File: src/rtl/run_monitor_pkg.sv
// Shared FSM state encoding and run-termination cause codes for run_monitor.
package run_monitor_pkg;

  localparam logic [1:0] ST_IDLE = 2'd0;
  localparam logic [1:0] ST_CRST = 2'd1;
  localparam logic [1:0] ST_RUN  = 2'd2;
  localparam logic [1:0] ST_HALT = 2'd3;

  localparam logic [1:0] CAUSE_NONE    = 2'b00;
  localparam logic [1:0] CAUSE_CYCLES  = 2'b01;
  localparam logic [1:0] CAUSE_HALT_PC = 2'b10;
  localparam logic [1:0] CAUSE_STALL   = 2'b11;

  // Halt address beats a PC stall, which beats the cycle limit.
  function automatic logic [1:0] pick_cause(input logic halt_hit,
                                            input logic stall_hit,
                                            input logic cycle_hit);
    if (halt_hit)       return CAUSE_HALT_PC;
    else if (stall_hit) return CAUSE_STALL;
    else if (cycle_hit) return CAUSE_CYCLES;
    else                return CAUSE_NONE;
  endfunction

endpackage

File: src/rtl/run_trace_fifo.sv
// First-word-fall-through trace FIFO with sticky overflow flag and synchronous clear.
module run_trace_fifo #(
  parameter int WIDTH = 64,
  parameter int DEPTH = 16
) (
  input  logic             clk,
  input  logic             rst_n,
  input  logic             clr,
  input  logic             push,
  input  logic             pop,
  input  logic [WIDTH-1:0] din,
  output logic [WIDTH-1:0] dout,
  output logic             empty,
  output logic             ovf
);

  localparam int AW = $clog2(DEPTH);

  logic [WIDTH-1:0] mem [DEPTH];
  logic [AW:0]      wr_ptr_reg;
  logic [AW:0]      rd_ptr_reg;
  logic             ovf_reg;
  logic             full;
  logic             pop_ok;
  logic             push_ok;

  assign empty   = (wr_ptr_reg == rd_ptr_reg);
  assign full    = (wr_ptr_reg[AW] != rd_ptr_reg[AW]) &&
                   (wr_ptr_reg[AW-1:0] == rd_ptr_reg[AW-1:0]);
  assign pop_ok  = pop && !empty;
  // A pop frees the slot in the same cycle, so a full FIFO still accepts a push.
  assign push_ok = push && (!full || pop_ok);

  // Head is read asynchronously so the entry is visible with zero latency.
  assign dout = mem[rd_ptr_reg[AW-1:0]];
  assign ovf  = ovf_reg;

  always_ff @(posedge clk) begin
    if (push_ok) mem[wr_ptr_reg[AW-1:0]] <= din;
  end

  always_ff @(posedge clk or negedge rst_n) begin
    if (!rst_n) begin
      wr_ptr_reg <= '0;
      rd_ptr_reg <= '0;
      ovf_reg    <= 1'b0;
    end else if (clr) begin
      wr_ptr_reg <= '0;
      rd_ptr_reg <= '0;
      ovf_reg    <= 1'b0;
    end else begin
      if (push_ok)         wr_ptr_reg <= wr_ptr_reg + 1'b1;
      if (pop_ok)          rd_ptr_reg <= rd_ptr_reg + 1'b1;
      if (push && !push_ok) ovf_reg   <= 1'b1;
    end
  end

endmodule

File: src/rtl/run_monitor.sv
// Core run supervisor: pulses core reset, times the run, detects halt/stall/limit.
// Define RUN_MONITOR_TRACE_EN to build the PC/IR trace FIFO.
module run_monitor
  import run_monitor_pkg::*;
#(
  parameter int              PC_W        = 32,
  parameter int              CNT_W       = 32,
  parameter int              MAX_CYCLES  = 2048,
  parameter int              RST_CYCLES  = 2,
  parameter int              STALL_LIMIT = 16,
  parameter logic [PC_W-1:0] HALT_PC     = 32'hFFFF_FFFC,
  parameter int              TRACE_DEPTH = 16
) (
  input  logic             clk,
  input  logic             rst_n,
  input  logic             start,
  input  logic [PC_W-1:0]  pc,
  input  logic [31:0]      ir,
  input  logic             pc_valid,
  output logic             core_rst,
  output logic             running,
  output logic             done,
  output logic [1:0]       done_cause,
  output logic [CNT_W-1:0] cycle_cnt,
  input  logic             trace_rd,
  output logic             trace_empty,
  output logic [PC_W-1:0]  trace_pc,
  output logic [31:0]      trace_ir,
  output logic             trace_ovf
);

  localparam int               STALL_W   = $clog2(STALL_LIMIT + 1);
  localparam logic [STALL_W-1:0] STALL_MAX = STALL_W'(STALL_LIMIT);
  localparam logic [7:0]       RST_LAST  = 8'(RST_CYCLES - 1);
  localparam logic [CNT_W-1:0] CYC_LAST  = CNT_W'(MAX_CYCLES - 1);

  logic [1:0]         state_reg, state_next;
  logic [7:0]         rst_cnt_reg;
  logic [CNT_W-1:0]   cycle_cnt_reg;
  logic [STALL_W-1:0] stall_reg;
  logic [PC_W-1:0]    prev_pc_reg;
  logic               prev_pc_valid_reg;
  logic [1:0]         cause_reg;
  logic               done_reg;
  logic               core_rst_reg;

  logic in_run, start_ok, halt_hit, stall_hit, cycle_hit;

  assign in_run    = (state_reg == ST_RUN);
  assign start_ok  = start && ((state_reg == ST_IDLE) || (state_reg == ST_HALT));
  assign halt_hit  = in_run && pc_valid && (pc == HALT_PC);
  assign stall_hit = in_run && (stall_reg >= STALL_MAX);
  // Limit is hit on the cycle whose increment brings the count to MAX_CYCLES.
  assign cycle_hit = in_run && (cycle_cnt_reg == CYC_LAST);

  always_comb begin
    state_next = state_reg;
    case (state_reg)
      ST_IDLE, ST_HALT: if (start)                       state_next = ST_CRST;
      ST_CRST:          if (rst_cnt_reg == RST_LAST)     state_next = ST_RUN;
      ST_RUN:           if (halt_hit || stall_hit || cycle_hit) state_next = ST_HALT;
      default:                                           state_next = ST_IDLE;
    endcase
  end

  always_ff @(posedge clk or negedge rst_n) begin
    if (!rst_n) begin
      state_reg         <= ST_IDLE;
      rst_cnt_reg       <= '0;
      cycle_cnt_reg     <= '0;
      stall_reg         <= '0;
      prev_pc_reg       <= '0;
      prev_pc_valid_reg <= 1'b0;
      cause_reg         <= CAUSE_NONE;
      done_reg          <= 1'b0;
      core_rst_reg      <= 1'b1;
    end else begin
      state_reg    <= state_next;
      core_rst_reg <= (state_next == ST_CRST);
      if (start_ok) begin
        rst_cnt_reg       <= '0;
        cycle_cnt_reg     <= '0;
        stall_reg         <= '0;
        prev_pc_valid_reg <= 1'b0;
        cause_reg         <= CAUSE_NONE;
        done_reg          <= 1'b0;
      end
      if (state_reg == ST_CRST) rst_cnt_reg <= rst_cnt_reg + 1'b1;
      if (in_run) begin
        if (cycle_cnt_reg != '1) cycle_cnt_reg <= cycle_cnt_reg + 1'b1;
        if (pc_valid) begin
          prev_pc_reg       <= pc;
          prev_pc_valid_reg <= 1'b1;
          // First valid PC of a run has nothing to compare against, so it counts as a change.
          if (prev_pc_valid_reg && (pc == prev_pc_reg))
            stall_reg <= (stall_reg == STALL_MAX) ? stall_reg : stall_reg + 1'b1;
          else
            stall_reg <= '0;
        end
        if (state_next == ST_HALT) begin
          done_reg  <= 1'b1;
          cause_reg <= pick_cause(halt_hit, stall_hit, cycle_hit);
        end
      end
    end
  end

  assign core_rst   = core_rst_reg;
  assign running    = (state_reg == ST_CRST) || in_run;
  assign done       = done_reg;
  assign done_cause = cause_reg;
  assign cycle_cnt  = cycle_cnt_reg;

`ifdef RUN_MONITOR_TRACE_EN
  logic [PC_W+31:0] head;

  run_trace_fifo #(
    .WIDTH (PC_W + 32),
    .DEPTH (TRACE_DEPTH)
  ) u_trace_fifo (
    .clk   (clk),
    .rst_n (rst_n),
    .clr   (start_ok),
    .push  (in_run && pc_valid),
    .pop   (trace_rd),
    .din   ({pc, ir}),
    .dout  (head),
    .empty (trace_empty),
    .ovf   (trace_ovf)
  );

  assign trace_pc = head[PC_W+31:32];
  assign trace_ir = head[31:0];
`else
  localparam int unused_trace_depth = TRACE_DEPTH;
  logic unused_trace_in;
  assign unused_trace_in = ^{trace_rd, ir};

  assign trace_empty = 1'b1;
  assign trace_pc    = '0;
  assign trace_ir    = '0;
  assign trace_ovf   = 1'b0;
`endif

endmodule

File: config.mk
export PLATFORM = sky130hd
export DESIGN_NAME = run_monitor
export DESIGN_NICKNAME = d
export VERILOG_FILES = /design/src/rtl/run_monitor_pkg.sv /design/src/rtl/run_trace_fifo.sv /design/src/rtl/run_monitor.sv
export SDC_FILE = /design/constraint.sdc
export NUM_CORES = 1
export LEC_CHECK = 0
export BUFFER_PORTS_ARGS = -buffer_cell sky130_fd_sc_hd__buf_4
export CAP_MARGIN = 20
export CELL_PAD_IN_SITES_DETAIL_PLACEMENT = 1
export CELL_PAD_IN_SITES_GLOBAL_PLACEMENT = 1
export CORE_UTILIZATION = 41
export CTS_CLUSTER_DIAMETER = 80
export CTS_CLUSTER_SIZE = 28
export DETAILED_ROUTE_END_ITERATION = 16
export GPL_TIMING_DRIVEN = 0
export PLACE_DENSITY_LB_ADDON = 0.1
export RECOVER_POWER = 25
export SLEW_MARGIN = 10
export SYNTH_ARGS = -nofsm -noshare
export SYNTH_HDL_FRONTEND = slang
export SYNTH_SLANG_ARGS = --single-unit
File: constraint.sdc
create_clock -name clk -period 5.7 [get_ports clk]
set_input_delay 1.14 -clock clk [delete_from_list [all_inputs] [get_ports clk]]
set_output_delay 1.14 -clock clk [all_outputs]
set_load 0.03 [all_outputs]
# == Yosys cells after proc, flatten, opt, wreduce, memory -nomap -nowiden ==
# Index checks and enable logic that the tools add are counted.
# W data, S select, Z words.
# word_totals
regBits,84
input_bits,69
latch_bits,0
out_inout_bits,103
mem_count,0
romBits,0
ram_bits,0
word_cells,65
# op_classes
magnitude_cmp,1
n_eq_ne,12
n_reduce_logical,14
mux,26
shifts,0
n_mul,0
n_addsub,3
div_mod_pow,0
bitwise,0
# ops
cell,n
$mux W32,3
$add A32 B1 Y32 const B,1
$eq A32 B11 Y1 const B,1
$eq A32 B32 Y1,1
$eq A32 B32 Y1 const B,1
$ne A32 B32 Y1 const B,1
$mux W5,5
$mux W2,8
$mux W8,2
$add A8 B1 Y8 const B,1
$eq A8 B1 Y1 const B,1
$mux W1,7
$eq A2 B2 Y1 const B,3
$logic_and A1 B1 Y1,6
$pmux W2 S3,1
$add A5 B1 Y5 const B,1
$eq A5 B5 Y1 const B,1
$ge A5 B5 Y1 const B,1
$eq A2 B1 Y1 const B,2
$logic_or A1 B1 Y1,4
$ne A4 B4 Y1 const B,1
$logic_not A2 Y1,1
$reduce_and A2 Y1,1
$reduce_bool A2 Y1,1
$reduce_or A2 Y1,1

# == Depth between registers and ports, before layout ==
# depth
word_depth,10
depth_mapped,9
ltp_nobuf,8

# == Worst setup path after synthesis ==
# Ideal clock, no wire load.
# synth_path
path_kind,in2reg
from,input pc[27]
to,register stall_reg[2]
arrival_ns,2.460
n_path_buf,0
slack_ns,3.176
setup_time_ns,0.064
t_required_ns,5.636
path_stages,6
path_cell_list,xor2_1 -> nor4_1 -> nand3_1 -> nor3_1 -> nor4b_1 -> a21o_1
# synth_between
elab_chain_len,5
word_cells_on_any_way,6
cone_classes,2 x eq/ne; 3 x mux; 1 x reduce/logical
# synth_rtl
item,line,text
start: declaration,run_monitor.sv:17,"input logic [PC_W-1:0] pc,"
$eq A32 B32 Y1 *,run_monitor.sv:95,if (prev_pc_valid_reg && (pc == prev_pc_reg))
$logic_and A1 B1 Y1 *,run_monitor.sv:95,
$mux W5,run_monitor.sv:95,
$mux W5,run_monitor.sv:91,if (pc_valid) begin
$mux W5,run_monitor.sv:89,if (in_run) begin
end signal: assignment,run_monitor.sv:96,stall_reg <= (stall_reg == STALL_MAX) ? stall_reg : stall_reg + 1'b1;
end: declaration,run_monitor.sv:40,logic [STALL_W-1:0] stall_reg;
# Every way passes the cells marked *; elsewhere a longest branch is shown, timed or not.
# A chain may end at the register's enable or synchronous reset.

# == Worst setup path after layout ==
# layout_path
from,register state_reg[0]
to,output running
# layout_between
elab_chain_len,2
word_cells_on_any_way,3
cone_classes,2 x eq/ne; 1 x reduce/logical
# layout_rtl
item,line,text
start: declaration,run_monitor.sv:37,"logic [1:0] state_reg, state_next;"
start signal: assignment,run_monitor.sv:78,state_reg <= state_next;
$eq A2 B1 Y1 or $eq A2 B2 Y1 (tied branches),"run_monitor.sv:109, run_monitor.sv:49",
$logic_or A1 B1 Y1 *,run_monitor.sv:109,assign running = (state_reg == ST_CRST) || in_run;
end: declaration,run_monitor.sv:21,"output logic running,"
# Marks and branches as above.

==> metrics.yaml <==
outcome: "completed"
dp_cells: 792
synth-seq-cells: 84
numPortBuffers: 72
p_per_area_nw_per_um2: 244.4
holdBufCountCts: 0
rsz0062_at_grt: "false"
power_leakage_nw: 2.971
ys.flop_type: "dfrtp_1"
synthSimpleGateAreaFrac: 0.1652
diodes: 0
fin_worst_skew_ps: 5.567
timing.rr.start: "state_reg[0]"
cts.clk_slew.worst_paths_ps: 70
p_sw_mw: 0.4798
grt_pass1_wl_um: 21470
clk_latency_ps: 350
cts.sinks: 84
fp.dieW_um: 112.8
synth_top_family_by_area: "simple AND/OR/NAND/NOR gates"
viasPerCell: 5.189
startpoint: "state_reg[0]"
reg2reg_depth: 8
htree_levels: 3
dr_total_vias: 4198
hpwlAfterDp_um: 9723
synthesis.area_sq_um: 5030
max-cap-violations: 0
place_congestion: 0.7787
cts_root_buf: "clkbuf_16"
synth_seq_area_share: 0.4182
synth_edf_count: 0
fillers: 1406
period_share: 0.5114
fin_crit_ps: 2915
place_worst_setup_slack_ps: 2608
initial_core_util: 0.4205
cp-end-kind: "output port"
cts_made_buffers: 9
die_h_um: 112.8
grt_max_degree: 85
synth_compound_gate_area_share: 0.1216
synthTopCellsByArea: "dfrtp_1, buf_4, mux2_2"
core_sq_um: 11960
finalNonFillerCells: 809
whs_ps: 509.5
synth_fa_ha_area_frac: 0.01990
synthCells: 509
wl_per_cell_um: 16.41
min_from: "prev_pc_valid_reg"
cts_resized: 0
finalMaxSlewViolations: 0
hold_depth: 2
synthArstFlopShare: 1.000
rr_endpoint: "stall_reg[2]"
start_kind: "register"
finalWirelength_um: 13280
ir_worst_vdd_uv: 163.8
synthMuxAreaShare: 0.08557
grt_usage: 0.2171
drt-initial-drc-count: 148
cts_tree: "done"
critPathRequiredTime_ps: 4560
area_growth_pct: 25.30
synth_top_cell_by_area: "dfrtp_1"
min_to: "prev_pc_valid_reg"
drt_pass1_iterations: 4
timing.final.ws_setup_ps: 2785
antenna_found_initial: 0
max_freq_mhz: 343.0
row_count: 40
syn_area_per_cell_sq_um: 9.882
stdcell_area_sq_um: 6302
critPathMaxFanout: 9
utilization: 0.5269
p_total_mw: 1.540
fin_nets: 734
clock_tree.buffer_depth: 2
synth_cell_types: 51
ios: 172
pwr-share-clk: 0.372
yosysWarnings: 0
worstPathArrival_ps: 1780
p_comb_frac: 0.197
dieArea_sq_um: 12710
postCtsSetupBuffers: 0
swShare: 0.3115
critPathKind: "register to output port"
place_area_sq_um: 5995
seqPwrFrac: 0.431
drc: 0
synth_xor_area_frac: 0.06617
internal_power_mw: 1.060
drive_above_1_share: 0.3021
min_path_type: "register to register"
tightest_slew_ps: 1330
ant_nets: 0
yosys.area.top_type_share: 0.4129
finalHoldViolCount: 0
first_global_vias: 4271
setup_tns_ps: 0
rrSetupSlack_ps: 3150
relSlewSlack: 0.1131
grt_overflow: 0
setup_violations: 0
per-layer routing:
layer  track usage  wire (um)
met5             0          0
met4        0.1076        334
met3       0.03214        508
met2        0.3716       6689
met1        0.2685       5744
final cells by class:
class,instances,area [sq um],share of cell area
timing repair buffer,73,564.3,0.08954
multi-input combinational,396,2554,0.4052
sequential,84,2103,0.3337
inverter,11,41.29,0.006552
tap,147,183.9,0.02918
buffer,82,571.8,0.09073
clock inverter,7,58.81,0.009331
clock buffer,9,225.2,0.03574
synthesized netlist by cell type, types with 2 or more instances:
master,instances
inv_1,11
clkbuf_1,9
mux2i_1,7
o211ai_1,3
nor4_1,13
nand2b_1,4
nand4b_1,3
nor3b_1,2
nor2_1,18
and2_0,2
a21o_1,4
buf_4,69
o21ai_0,33
nor2b_1,2
conb_1,2
a221o_1,2
and2_1,7
a211oi_1,4
nor3_1,5
o21ai_1,2
a22o_1,2
dfrtp_1,83
o31ai_1,13
nand4_2,2
buf_2,4
a21oi_1,15
xor2_1,35
nand3_1,27
a31oi_1,4
and4_1,7
ha_1,8
o22ai_1,2
nand2_1,33
mux2_2,32
xnor2_1,3
and3_1,7
nand4_1,16
cell usage in the layout (no fill, tap or decap), types with 5 or more instances in the layout:
master and n:
inv_1 11, conb_1 66, and3_1 7, nand3_1 27, nand2_1 33, nor3_1 5
and4_1 7, o21ai_0 33, nor4_1 13, a21oi_1 15, mux2_2 32, xor2_1 35
clkbuf_1 10, dfrtp_1 83, o31ai_1 13, nand4_1 16, nor2_1 18, buf_4 140
and2_1 7, mux2i_1 7, clkbuf_16 9, ha_1 8
logic make-up (layout without fill, tap and decap cells):
group | count (synthesis) | count (layout)
XOR/XNOR | 38 | 38
AO/OA/AOI/OAI | 93 | 93
buffers and inverters | 93 | 182
multiplexers | 39 | 39
other | 2 | 66
AND/OR/NAND/NOR | 152 | 152
adder cells (fa/ha/maj) | 8 | 8
flip-flops | 84 | 84
worst max-delay path: stages (launching register included):
cell	delay, ps
dfrtp_1	370
inv_1	100
ha_1	290
clkbuf_1	320
inv_1	160
buf_4	200
worst max path at each step:
| stage | end | slack, ps |
|---|---|---|
| 2_1_floorplan | stall_reg[2] | 3180 |
| 3_3_place_gp | stall_reg[2] | 2680 |
| 3_5_place_dp | stall_reg[2] | 2610 |
| 4_1_cts | running | 2770 |
| 5_1_grt | running | 2660 |
| 6_report | running | 2780 |
power groups by stage:
stage | Clock, mW | Sequential, mW | Combinational, mW
6_report | 0.573 | 0.663 | 0.304
5_1_grt | 0.606 | 0.669 | 0.329
4_1_cts | 0.585 | 0.663 | 0.303
3_5_place_dp | 0 | 0.674 | 0.300
3_3_place_gp | 0 | 0.671 | 0.294
2_1_floorplan | 0 | 0.685 | 0.197
Note: power is estimated with default switching activity, not from simulation.
